$ cat src/rtl/taylor_cos_seq.sv
// taylor_cos_seq: Horner-rule cos(x) over a shared request/ack float ALU, with an alu_req timeout abort to ERR.
// Define TAYLOR_SIN_EN to add sin_sel, which selects the sin(x) series instead.
module taylor_cos_seq #(
  parameter int TIMEOUT_CYCLES = 64
) (
  input  logic        clk,
  input  logic        rst_n,
  input  logic        start,
  input  logic [31:0] x_in,
`ifdef TAYLOR_SIN_EN
  input  logic        sin_sel,
`endif
  output logic        busy,
  output logic        done,
  output logic [31:0] result,
  output logic        err,
  output logic [31:0] alu_a,
  output logic [31:0] alu_b,
  output logic [4:0]  alu_op,
  output logic        alu_req,
  input  logic [63:0] alu_res,
  input  logic        alu_ack
);
  localparam logic [4:0]  OP_MUL = 5'b00111;
  localparam logic [4:0]  OP_ADD = 5'b00101;
  localparam logic [31:0] QNAN   = 32'h7FC00000;
  localparam int          TW     = $clog2(TIMEOUT_CYCLES + 1);

  localparam logic [31:0] C0 = 32'h3F800000, C2 = 32'hBF000000, C4 = 32'h3D2AAAAB;
  localparam logic [31:0] C6 = 32'hBAB60B61, C8 = 32'h37D00D01, C10 = 32'hB493F27E;
  localparam logic [31:0] S1 = 32'h3F800000, S3 = 32'hBE2AAAAB, S5 = 32'h3C088889;
  localparam logic [31:0] S7 = 32'hB9500D01, S9 = 32'h3638EF1D;

  typedef enum logic [2:0] {IDLE, REQ, GAP, DONE, ERR} state_t;

  state_t        state, state_nxt;
  logic [31:0]   x_q, x2_q, acc_q, coef;
  logic [3:0]    idx_q;
  logic [TW-1:0] tcnt_q;
  logic          sin_q, start_sin, last_op, timeout;
  logic          unused_res_hi;

`ifdef TAYLOR_SIN_EN
  assign start_sin = sin_sel;
`else
  assign start_sin = 1'b0;
`endif

  assign unused_res_hi = ^alu_res[63:32];
  assign last_op = (idx_q == (sin_q ? 4'd9 : 4'd10));
  assign timeout = (tcnt_q == TW'(TIMEOUT_CYCLES - 1));
  assign busy    = (state == REQ) || (state == GAP);
  assign done    = (state == DONE) || (state == ERR);

  // ADD steps sit at even op indices 2..10, walking coefficients from high order down
  always_comb begin
    coef = C0;
    case (idx_q)
      4'd2:    coef = sin_q ? S7 : C8;
      4'd4:    coef = sin_q ? S5 : C6;
      4'd6:    coef = sin_q ? S3 : C4;
      4'd8:    coef = sin_q ? S1 : C2;
      default: coef = C0;
    endcase
  end

  always_ff @(posedge clk or negedge rst_n) begin
    if (!rst_n) state <= IDLE;
    else        state <= state_nxt;
  end

  always_comb begin
    state_nxt = state;
    case (state)
      IDLE: if (start) state_nxt = REQ;
      REQ: begin
        if (alu_ack)      state_nxt = last_op ? DONE : GAP;
        else if (timeout) state_nxt = ERR;
      end
      GAP:       state_nxt = REQ;
      DONE, ERR: state_nxt = IDLE;
      default:   state_nxt = IDLE;
    endcase
  end

  // Operands are decoded from registers that only move on ack, so they hold while alu_req is high
  always_comb begin
    alu_req = 1'b0;
    alu_op  = 5'b00000;
    alu_a   = 32'h0;
    alu_b   = 32'h0;
    if (state == REQ) begin
      alu_req = 1'b1;
      alu_a   = acc_q;
      if (idx_q == 4'd0) begin
        alu_op = OP_MUL;
        alu_a  = x_q;
        alu_b  = x_q;
      end else if (idx_q[0]) begin
        alu_op = OP_MUL;
        alu_b  = (sin_q && last_op) ? x_q : x2_q;
      end else begin
        alu_op = OP_ADD;
        alu_b  = coef;
      end
    end
  end

  always_ff @(posedge clk or negedge rst_n) begin
    if (!rst_n) begin
      x_q    <= 32'h0;
      x2_q   <= 32'h0;
      acc_q  <= 32'h0;
      idx_q  <= 4'd0;
      tcnt_q <= '0;
      sin_q  <= 1'b0;
      result <= 32'h0;
      err    <= 1'b0;
    end else begin
      case (state)
        IDLE: if (start) begin
          x_q    <= x_in;
          sin_q  <= start_sin;
          acc_q  <= start_sin ? S9 : C10;
          idx_q  <= 4'd0;
          tcnt_q <= '0;
          err    <= 1'b0;
        end
        REQ: begin
          if (alu_ack) begin
            tcnt_q <= '0;
            idx_q  <= idx_q + 4'd1;
            if (idx_q == 4'd0) x2_q <= alu_res[31:0];
            else               acc_q <= alu_res[31:0];
            if (last_op) result <= alu_res[31:0];
          end else if (timeout) begin
            err    <= 1'b1;
            result <= QNAN;
          end else begin
            tcnt_q <= tcnt_q + TW'(1);
          end
        end
        default: ;
      endcase
    end
  end
endmodule

$ cat config.mk
export PLATFORM = sky130hd
export DESIGN_NAME = taylor_cos_seq
export DESIGN_NICKNAME = d
export VERILOG_FILES = /design/src/rtl/taylor_cos_seq.sv
export SDC_FILE = /design/constraint.sdc
export NUM_CORES = 1
export LEC_CHECK = 0
export ABC_AREA = 1
export BUFFER_PORTS_ARGS = -buffer_cell sky130_fd_sc_hd__buf_4
export CAP_MARGIN = 10
export CORE_MARGIN = 1.5
export CORE_UTILIZATION = 45
export DETAILED_ROUTE_END_ITERATION = 10
export PLACE_DENSITY = 0.83
export SLEW_MARGIN = 20
export SYNTH_ARGS = -nofsm -noshare
export SYNTH_HDL_FRONTEND = slang
export SYNTH_SLANG_ARGS = --single-unit
$ cat constraint.sdc
create_clock -name clk -period 5 [get_ports clk]
set_clock_uncertainty 0.2 [all_clocks]
set_input_delay 1 -clock clk [delete_from_list [all_inputs] [get_ports clk]]
set_output_delay 1 -clock clk [all_outputs]
set_load 0.01 [all_outputs]
* Word level (Yosys, flattened, before mapping)
Index checks and enable logic that the tools add are counted.
** Operators by class
- $add $sub $neg :: 2
- Equal/unequal tests :: 18
- Multiplexer cells :: 33
- Reductions and logical operators :: 14
** Operators by type and width (number)
- $mux 32 :: 11
- $pmux 32 s4 :: 1
- $pmux 32 s2 :: 1
- $mux 7 :: 3
- $pmux 7 s2 :: 1
- $mux 3 :: 4
- $reduce_and 3->1 :: 4
- $ne 2x2->1 const B :: 5
- $pmux 3 s3 :: 1
- $eq 4x3->1 const B :: 2
- $eq 4x4->1 const B :: 2
- $mux 4 :: 2
- $pmux 4 s2 :: 1
- $reduce_and 4->1 :: 2
- $add 7x1->7 const B :: 1
- $eq 7x6->1 const B :: 1
- $eq 3x2->1 const B :: 2
- $ne 3x3->1 const B :: 2
- $mux 1 :: 5
- $add 4x1->4 const B :: 1
- $eq 4x2->1 const B :: 1
- $logic_not 4->1 :: 1
- $mux 2 :: 2
- $reduce_and 2->1 :: 2
- 7 further kinds :: 9
** Word-level totals
- Bits in registers :: 143
- Bits of input ports :: 100
- Output and inout port bits :: 105
- Word-level logic and storage cells :: 75

* Depth between registers and ports, before layout
Gate-level depths: netlist of run 1.
- Depth after elaboration :: 5
- Mapped depth :: 10
- Mapped depth without buffers :: 9

* Worst setup path before layout of run 1
OpenSTA, ideal clock, no wires.
- Path type :: register -> output
- Start :: register idx_q[0]
- End :: output port alu_b[13]
- Arrival time :: 1966 ps
- Data required time :: 3800 ps
- Path slack :: 1834 ps
- Stages on the path, launching flop included :: 9
- Buffers on the path :: 2
- Cells stage by stage :: dfrtp_1 > inv_1 > clkbuf_1 > ha_1 > nand2_1 > nand2_1 > buf_4 > nor2_1 > nor3_1
** Between the ends
- Longest elaborated chain between the ends :: 5
- Elaborated cells on any way between the ends :: 9
- Those cells by class :: 4 x eq/ne; 4 x mux; 1 x reduce/logical
** RTL lines
- start: declaration :: line 38 : logic [3:0] idx_q;
- start signal: assignment :: line 132 : idx_q <= idx_q + 4'd1;
- $eq 4x4->1, or another cell as far along :: line 58 : case (idx_q)
- $pmux 32 s4 :: line 58
- $mux 32 :: line 99 : end else if (idx_q[0]) begin
- $mux 32 * :: line 95 : if (idx_q == 4'd0) begin
- $mux 32 * :: line 92 : if (state == REQ) begin
- end: declaration :: line 18 : output logic [31:0] alu_b,
Mark *: on every way between the ends. The rest lies on a longest branch, timed or not.

* Final worst setup path of run 1
- Start :: register idx_q[0]
- End :: output port alu_b[21]
Same word-level chain as after synthesis.

==> results.toml, run 1 <==
[timing]
finalSetupViolCount = 0
holdWs_ns = 0.271
fmax_mhz = 232
period_minus_slack_ns = 4.31
worst_pin_slew_ns = 1.08
rsz0062_at_grt = "false"
maxSlewHeadroom_pct = 27.6
finalMaxSlewViolations = 0
final.setup.worst_slack_ns = 0.685
fin_setup_tns_ns = 0
period_share_pct = 86.3
hold_violations = 0

[synthesis]
ys_types = 27
synthArstFlopShare_pct = 100
yosys_register_bits = 143
synth_seq_area_share_pct = 51.9
synth_edf_count = 0
syn_area_mm2 = 0.00690
yosys.area.top_type = "dfrtp_1"
ys.warnings.count = 0
synth_top_area_share_pct = 51.9
netlist_instances = 915
yosys-top-cells-area = "dfrtp_1 (52%), nand2_1 (19%), o21ai_0 (7.0%), nor2_1 (5.3%), nand3_1 (3.5%)"
synth_flop_cell = "dfrtp_1"
syn_avg_cell_area_um2 = 7.54

[clock_network]
cts_resized = 0
cts_root_buf = "clkbuf_16"
clk_latency_ns = 0.43
htree_levels = 4
postCtsSetupBuffers = 0
cts_buffers = 17
clkSinkCount = 143
clk_pin_slew_ns = 0.06
clk_path_buf_depth = 2
cts_tree = "done"
holdBufCountCts = 0

[global_routing]
antenna_found_initial = 0
grt_usage_pct = 27.4
overflow = 0
grt_pass1_wl_um = 33700
grt_max_degree = 82
first_global_vias = 6548

[placed_design]
port_buffers = 170
post-place-ws_ns = 1.14
gp_congestion = 0.927
place_inst = 1229
hpwl_um = 14900

[floorplan]
die_w_um = 127
initial_core_util_pct = 45.7
die_area_mm2 = 0.0161
rows = 45
coreArea_mm2 = 0.0151
pin_count = 205
die_h_um = 127

[detailed_routing]
drtAntennaViolNets = 0
vias = 6702
drtPass1Iterations = 5
drcViolationCount = 0
wl_per_cell_um = 17.1
via_per_inst = 5.31
routed_wl_um = 21600
drt_iter0_drc = 509

[final_layout]
stdcell_count = 1261
mostFrequentLayoutCell = "nand2_1"
drive_above_1_share_pct = 20.8
diodes = 0
nets = 1164
seqCellArea_mm2 = 0.00358
final_cell_mix = "nand2_1 (352), buf_4 (178), dfrtp_1 (143), nor2_1 (98), o21ai_0 (97)"
multi_input_area_mm2 = 0.00286
fillers = 1386
synthToLayoutAreaGrowth_pct = 28.4

[worst_setup_path]
cp_slowest_cell = "nor3_1"
crit_type = "flip-flop to primary output"
crit_top_cell = "buf_4"
end_kind = "primary output"
r2r_start = "idx_q[0]$_DFFE_PN0P_"
critPathRequiredTime_ns = 3.80
worstRegToRegCells = 8
crit_chain = "inv_1 -> ha_1 -> nand2_1 -> buf_4 -> o21ai_0 -> nor3_1 -> buf_4"
slowest_delay_ns = 0.51
arrival_ns = 3.11
critPathLaunchType = "flip-flop"
r2r-end = "acc_q[24]$_DFFE_PN0P_"
path_max_fanout = 39
ff2ff_setup_slack_ns = 1.06

[power_and_ir_drop]
p_per_area_mw_per_mm2 = 675
internal_power_w = 0.00345
switching_power_w = 0.00252
p_clk_share_pct = 22.7
seqPwrFrac_pct = 30.3
combinationalPowerShare_pct = 47.0
ir_worst_vdd_mv = 0.389
leakage_nw = 4.88
switching_share_pct = 42.2

[hold_path]
min_to = "x_q[9]$_DFFE_PN0P_"
hp-start = "x_q[9]$_DFFE_PN0P_"
min_path_cells = 2
hold_class = "flip-flop to flip-flop"

[status]
status = "finished clean"

[flow_run]
drv_cap = 0
==> worst max-delay path: cells and delay by family, from the launching register on <==
family	cells	cell delay, ns
compound gates	1	0.31
buf+inv	3	0.89
fa+ha+maj	1	0.35
flops	1	0.45
simple gates	2	0.67
==> state kept, by name (all words and copies together), names as in the netlist <==
name and count:
state 3, x_q 32, idx_q 4, x2_q 32
result 32, acc_q 32, tcnt_q 7, err 1
==> metrics by stage <==
step,utilization [%],power [W],instance area [µm²]
2_1_floorplan,-,0.00338,6900
3_3_place_gp,54.5,0.00453,8220
3_5_place_dp,54.5,0.00460,8220
4_1_cts,58.7,0.00597,8860
5_1_grt,58.7,0.00636,8860
6_report,58.7,0.00597,8860
==> cell families (layout without fill, tap and decap cells) <==
logic type,after synthesis,in the layout,synth area share (%)
AND/OR/NAND/NOR,528,528,30.9
flip-flops,143,143,51.9
AO/OA/AOI/OAI,131,131,9.62
buffers and inverters,107,264,6.71
adder cells (fa/ha/maj),4,4,0.726
other,1,2,0.0544
XOR/XNOR,1,1,0.127
==> layer usage <==
layer	part of all wire (%)	track usage, %
met1	38	32.5
met2	49	45.3
met3	9.9	9.83
met4	3.1	11.6
met5	0	0
==> Yosys cell counts (4+ instances only) <==
library cell and n:
nor3_1 18, buf_2 18, inv_1 50, nor2_1 98, o21ai_0 97, a21oi_1 31
buf_4 10, nand2_1 352, dfrtp_1 143, nand3_1 48, ha_1 4, clkbuf_1 22
==> power by group through the flow <==
stage          Combinational [W]  Clock [W]  Sequential [W]
3_3_place_gp             0.00273          0         0.00179
3_5_place_dp             0.00278          0         0.00181
5_1_grt                  0.00309    0.00142         0.00185
6_report                 0.00281    0.00136         0.00181
4_1_cts                  0.00280    0.00137         0.00180
2_1_floorplan            0.00161          0         0.00177
==> area by class of cell <==
class | count | area share (%)
clock buffer | 23 | 5.74
clock inverter | 9 | 1.46
inverter | 53 | 2.25
multi-input combinational | 666 | 32.3
sequential | 143 | 40.4
tap | 188 | 2.66
timing repair buffer | 179 | 15.2
==> how the worst max path moves through the flow <==
stage	startpoint	to	slack, ns
after CTS	idx_q[0]$_DFFE_PN0P_	alu_b[27]	0.72
after global routing	idx_q[0]$_DFFE_PN0P_	alu_b[21]	0.46
after floorplan	idx_q[0]$_DFFE_PN0P_	alu_b[13]	1.83
after global placement	idx_q[0]$_DFFE_PN0P_	acc_q[29]$_DFFE_PN0P_	1.25
final	idx_q[0]$_DFFE_PN0P_	alu_b[21]	0.69
after detailed placement	idx_q[0]$_DFFE_PN0P_	acc_q[24]$_DFFE_PN0P_	1.14
No activity file was read; power rests on OpenSTA's default activity.
==> run 2, diff against run 1 <==
RECOVER_POWER = 100   (was not set)
==> results.toml, run 2 (synthesis gave the netlist of run 1 again) <==
[clock_network]
cts_root_buf = "clkbuf_16"
clkSinkCount = 143
clk_latency_ns = 0.43
cts_buffers = 17
cts_tree = "done"
clk_pin_slew_ns = 0.06
postCtsSetupBuffers = 0
clk_path_buf_depth = 2
holdBufCountCts = 0
htree_levels = 4
cts_resized = 0

[final_layout]
diodes = 0
synthToLayoutAreaGrowth_pct = 22.4
final_cell_mix = "nand2_1 (354), dfrtp_1 (143), clkbuf_1 (102), nor2_1 (100), o21ai_0 (97)"
mostFrequentLayoutCell = "nand2_1"
finish.utilization_pct = 55.9
drive_above_1_share_pct = 10.6
fillers = 1487
nets = 1164

[worst_setup_path]
arrival_ns = 3.23
r2r_start = "idx_q[0]$_DFFE_PN0P_"
cp_slowest_cell = "inv_1"
ff2ff_setup_slack_ns = 0.70
critPathLaunchType = "flip-flop"
critPathRequiredTime_ns = 3.80
crit_type = "flip-flop to primary output"
crit_chain = "inv_1 -> nand3_2 -> inv_1 -> o21ai_0 -> nor3_1 -> clkbuf_1"
slowest_delay_ns = 0.90
crit_start = "state[1]$_DFFE_PN0P_"
end_kind = "primary output"
r2r-end = "acc_q[24]$_DFFE_PN0P_"
crit_top_cell = "inv_1"
endpoint = "alu_b[21]"
path_max_fanout = 41
worstRegToRegCells = 8

[timing]
worst_pin_slew_ns = 2.04
period_minus_slack_ns = 4.43
period_share_pct = 88.5
hold_violations = 0
fmax_mhz = 226
holdWs_ns = 0.276
finalSetupViolCount = 0
rsz0062_at_grt = "false"
maxSlewHeadroom_pct = -35.9
fin_setup_tns_ns = 0
finalMaxSlewViolations = 220

[status]
violations = "capacitance limit, slew limit"
status = "finished with violations"

[detailed_routing]
wl_per_cell_um = 17.1
drtAntennaViolNets = 0
drtPass1Iterations = 7
drcViolationCount = 0
drt_iter0_drc = 547
via_per_inst = 5.35
routed_wl_um = 21600
vias = 6746

[floorplan]
die_w_um = 127
die_area_mm2 = 0.0161
die_h_um = 127
coreArea_mm2 = 0.0151
initial_core_util_pct = 45.7
pin_count = 205
rows = 45

[hold_path]
hold_class = "flip-flop to flip-flop"

[power_and_ir_drop]
combinationalPowerShare_pct = 44.1
internal_power_w = 0.00316
ir_worst_vdd_mv = 0.359
leakage_nw = 4.45
switching_share_pct = 44.1
switching_power_w = 0.00250
seqPwrFrac_pct = 31.9
p_per_area_mw_per_mm2 = 671
p_clk_share_pct = 23.9

[global_routing]
grt_max_degree = 82
grt_pass1_wl_um = 33700
grtUsageMet1_pct = 32.5
grt_use_met2_pct = 45.3
first_global_vias = 6548
busiest_layer = "met2"
grt.met3_usage_pct = 9.83
antenna_found_initial = 0
overflow = 0
grt_usage_pct = 27.4

[placed_design]
port_buffers = 170
hpwl_um = 14900
gp_congestion = 0.927

[flow_run]
drv_cap = 5
==> run 2: per-stage QoR <==
step	area [µm²]	cells	power [W]	setup slack, ns
3_5_place_dp	8220	1229	0.00460	1.14
3_3_place_gp	8220	1229	0.00453	1.25
4_1_cts	8860	1261	0.00597	0.723
6_report	8440	1261	0.00566	0.574
5_1_grt	8440	1261	0.00605	0.273
2_1_floorplan	6900	916	0.00338	1.83
==> run 2: layer usage <==
layer	part of all wire [%]	up-vias	wire, µm
li1	-	3170	-
met1	39	3242	8330
met2	49	288	10600
met3	9.3	46	2000
met4	3.1	0	677
met5	0	-	0
==> run 2: worst min-delay path by stage <==
| stage | cells after the start | from | to | slack, ns |
|---|---|---|---|---|
| floorplan | 2 | x_q[0]$_DFFE_PN0P_ | x_q[0]$_DFFE_PN0P_ | 0.24 |
| global placement | 2 | x_q[15]$_DFFE_PN0P_ | x_q[15]$_DFFE_PN0P_ | 0.26 |
| global route | 2 | x_q[22]$_DFFE_PN0P_ | x_q[22]$_DFFE_PN0P_ | 0.30 |
| CTS | 2 | x_q[9]$_DFFE_PN0P_ | x_q[9]$_DFFE_PN0P_ | 0.28 |
| detailed placement | 2 | x_q[13]$_DFFE_PN0P_ | x_q[13]$_DFFE_PN0P_ | 0.26 |
| finish | 2 | x_q[22]$_DFFE_PN0P_ | x_q[22]$_DFFE_PN0P_ | 0.28 |
==> run 2: power groups by stage <==
stage                     combinational [W]  sequential [W]  clock (W)
after floorplan                     0.00161         0.00177          0
after global placement              0.00273         0.00179          0
after detailed placement            0.00278         0.00181          0
after CTS                           0.00280         0.00180    0.00137
after global routing                0.00278         0.00185    0.00142
final                               0.00250         0.00181    0.00136
==> run 2: layout make-up <==
type                    count  area [µm²]  share of cell area, %
flip-flops and latches    143        3580                   42.4
multi-input cells         666        2830                   33.5
inverters                  53         199                   2.36
repair buffers            179         958                   11.4
clock inverters             9         129                   1.53
well taps                 188         235                   2.79
clock buffers              23         508                   6.02
==> run 2: worst max-delay path: cells and delay by family (launching register included) <==
kind	cells	cell delay [ns]
buf+inv	3	1.22
simple gates	2	0.62
compound gates	1	0.54
flops	1	0.39
==> run 3, diff against run 2 <==
BUFFER_PORTS_ARGS = not set   (was -buffer_cell sky130_fd_sc_hd__buf_4)
DONT_BUFFER_PORTS = 1   (was not set)
PLACE_DENSITY = 0.66   (was 0.83)
==> results.toml, run 3 (synthesis gave the netlist of run 1 again) <==
[final_layout]
final_cell_area_mm2 = 0.00746
synthToLayoutAreaGrowth_pct = 8.11
nets = 993
diodes = 0
fillers = 1539
mostFrequentLayoutCell = "nand2_1"
stdcell_count = 1087
drive_above_1_share_pct = 4.56
final_cell_mix = "nand2_1 (353), dfrtp_1 (143), nor2_1 (98), o21ai_0 (97), inv_1 (51)"

[detailed_routing]
via_per_inst = 5.41
wl_per_cell_um = 18.6
drcViolationCount = 0
drt_iter0_drc = 452
drtAntennaViolNets = 0
drtPass1Iterations = 4
wl_met1_um = 8110
dr_wl_met3_um = 1840
vias = 5879
routed_wl_um = 20200
route.met2.wl_um = 9890
highest_layer = "met4"

[power_and_ir_drop]
leakage_nw = 3.95
power_w = 0.00513
ir_worst_vdd_mv = 0.330
p_per_area_mw_per_mm2 = 688

[placed_design]
port_buffers = 0
hpwl_um = 14000
place_inst = 1058
gp_congestion = 0.849
dpl_cell_area_mm2 = 0.00693

[clock_network]
postCtsSetupBuffers = 0
htree_levels = 4
clk_pin_slew_ns = 0.06
clk_path_buf_depth = 2
cts_resized = 0
cts_buffers = 17
clkSinkCount = 143
clk_latency_ns = 0.43
cts_root_buf = "clkbuf_16"
holdBufCountCts = 0
cts_tree = "done"

[timing]
fin_setup_tns_ns = 0
finalSetupViolCount = 0
period_share_pct = 89.3
period_minus_slack_ns = 4.47
fmax_mhz = 224
rsz0062_at_grt = "false"
worst_pin_slew_ns = 2.44
finalMaxSlewViolations = 48
maxSlewHeadroom_pct = -62.4
hold_violations = 0

[worst_setup_path]
path_max_fanout = 47
end_kind = "primary output"
crit_type = "flip-flop to primary output"
critPathRequiredTime_ns = 3.80
critPathLaunchType = "flip-flop"
path_buf_inv = 2
arrival_ns = 3.27
crit_chain = "inv_1 -> nand3_2 -> clkbuf_1 -> o21ai_0"
critPathTopFamily = "buffers and inverters"
cp_slowest_cell = "clkbuf_1"
slowest_delay_ns = 1.73

[floorplan]
coreArea_mm2 = 0.0151
initial_core_util_pct = 45.7
die_w_um = 127
pin_count = 205
die_area_mm2 = 0.0161
rows = 45
die_h_um = 127

[global_routing]
grt_pass1_wl_um = 30900
first_global_vias = 5648
grt_max_degree = 144
grt_usage_pct = 25.5
overflow = 0
antenna_found_initial = 0

[status]
violations = "capacitance limit, slew limit"
status = "finished with violations"

[hold_path]
hold_class = "input pin to async pin"

[flow_run]
drv_cap = 3
==> run 3: changes by cell type in the layout (fill, tap and decap cells not counted), moves of 2 or more <==
cell,previous run,this run
nor2_1,100,98
clkbuf_1,102,5
clkbuf_8,6,4
buf_4,76,4
bufinv_16,3,1
clkinv_2,3,5
==> run 3: final cells by class <==
class | count | area [µm²] | area share, %
clock buffer | 22 | 484 | 6.49
inverter | 53 | 199 | 2.67
clock inverter | 7 | 62.6 | 0.839
timing repair buffer | 8 | 45.0 | 0.604
multi-input combinational | 666 | 2850 | 38.2
sequential | 143 | 3580 | 48.0
tap | 188 | 235 | 3.15
==> run 3: path summary, 6_finish.rpt <==
kind,from,to,slack (ns),cells after the start
setup / recovery,state[2]$_DFFE_PN0P_,busy,0.53,4
hold / removal,rst_n,x_q[27]$_DFFE_PN0P_,0.07,0
setup reg to reg,state[1]$_DFFE_PN0P_,acc_q[29]$_DFFE_PN0P_,0.69,6
hold reg to reg,x_q[15]$_DFFE_PN0P_,x_q[15]$_DFFE_PN0P_,0.27,2
max in group asynchronous,rst_n,result[14]$_DFFE_PN0P_,4.37,0
min in group clk,x_q[15]$_DFFE_PN0P_,x_q[15]$_DFFE_PN0P_,0.27,2
==> run 3: power by group <==
group	internal, W	switching (W)	leakage, nW
Clock	0.000723	0.000470	0.273
Sequential	0.00157	0.000262	1.84
Combinational	0.000535	0.00157	1.84
Total	0.00283	0.00230	3.95
==> run 3: per-stage QoR <==
stage | setup WS [ns] | hold WS (ns) | utilization [%]
6_report | 0.534 | 0.0669 | 49.4
5_1_grt | 0.282 | 0.0487 | 49.4
4_1_cts | 0.810 | 0.0536 | 49.6
3_5_place_dp | 1.17 | 0.260 | 45.9
3_3_place_gp | 1.25 | 0.259 | 45.9
2_1_floorplan | 1.83 | 0.244 | -
==> run 3: layer usage <==
| metal | track usage [%] | vias to the layer above |
|---|---|---|
| li1 | - | 2829 |
| met1 | 30.2 | 2828 |
| met2 | 42.4 | 200 |
| met3 | 10.7 | 22 |
| met4 | 8.29 | 0 |
| met5 | 0 | - |
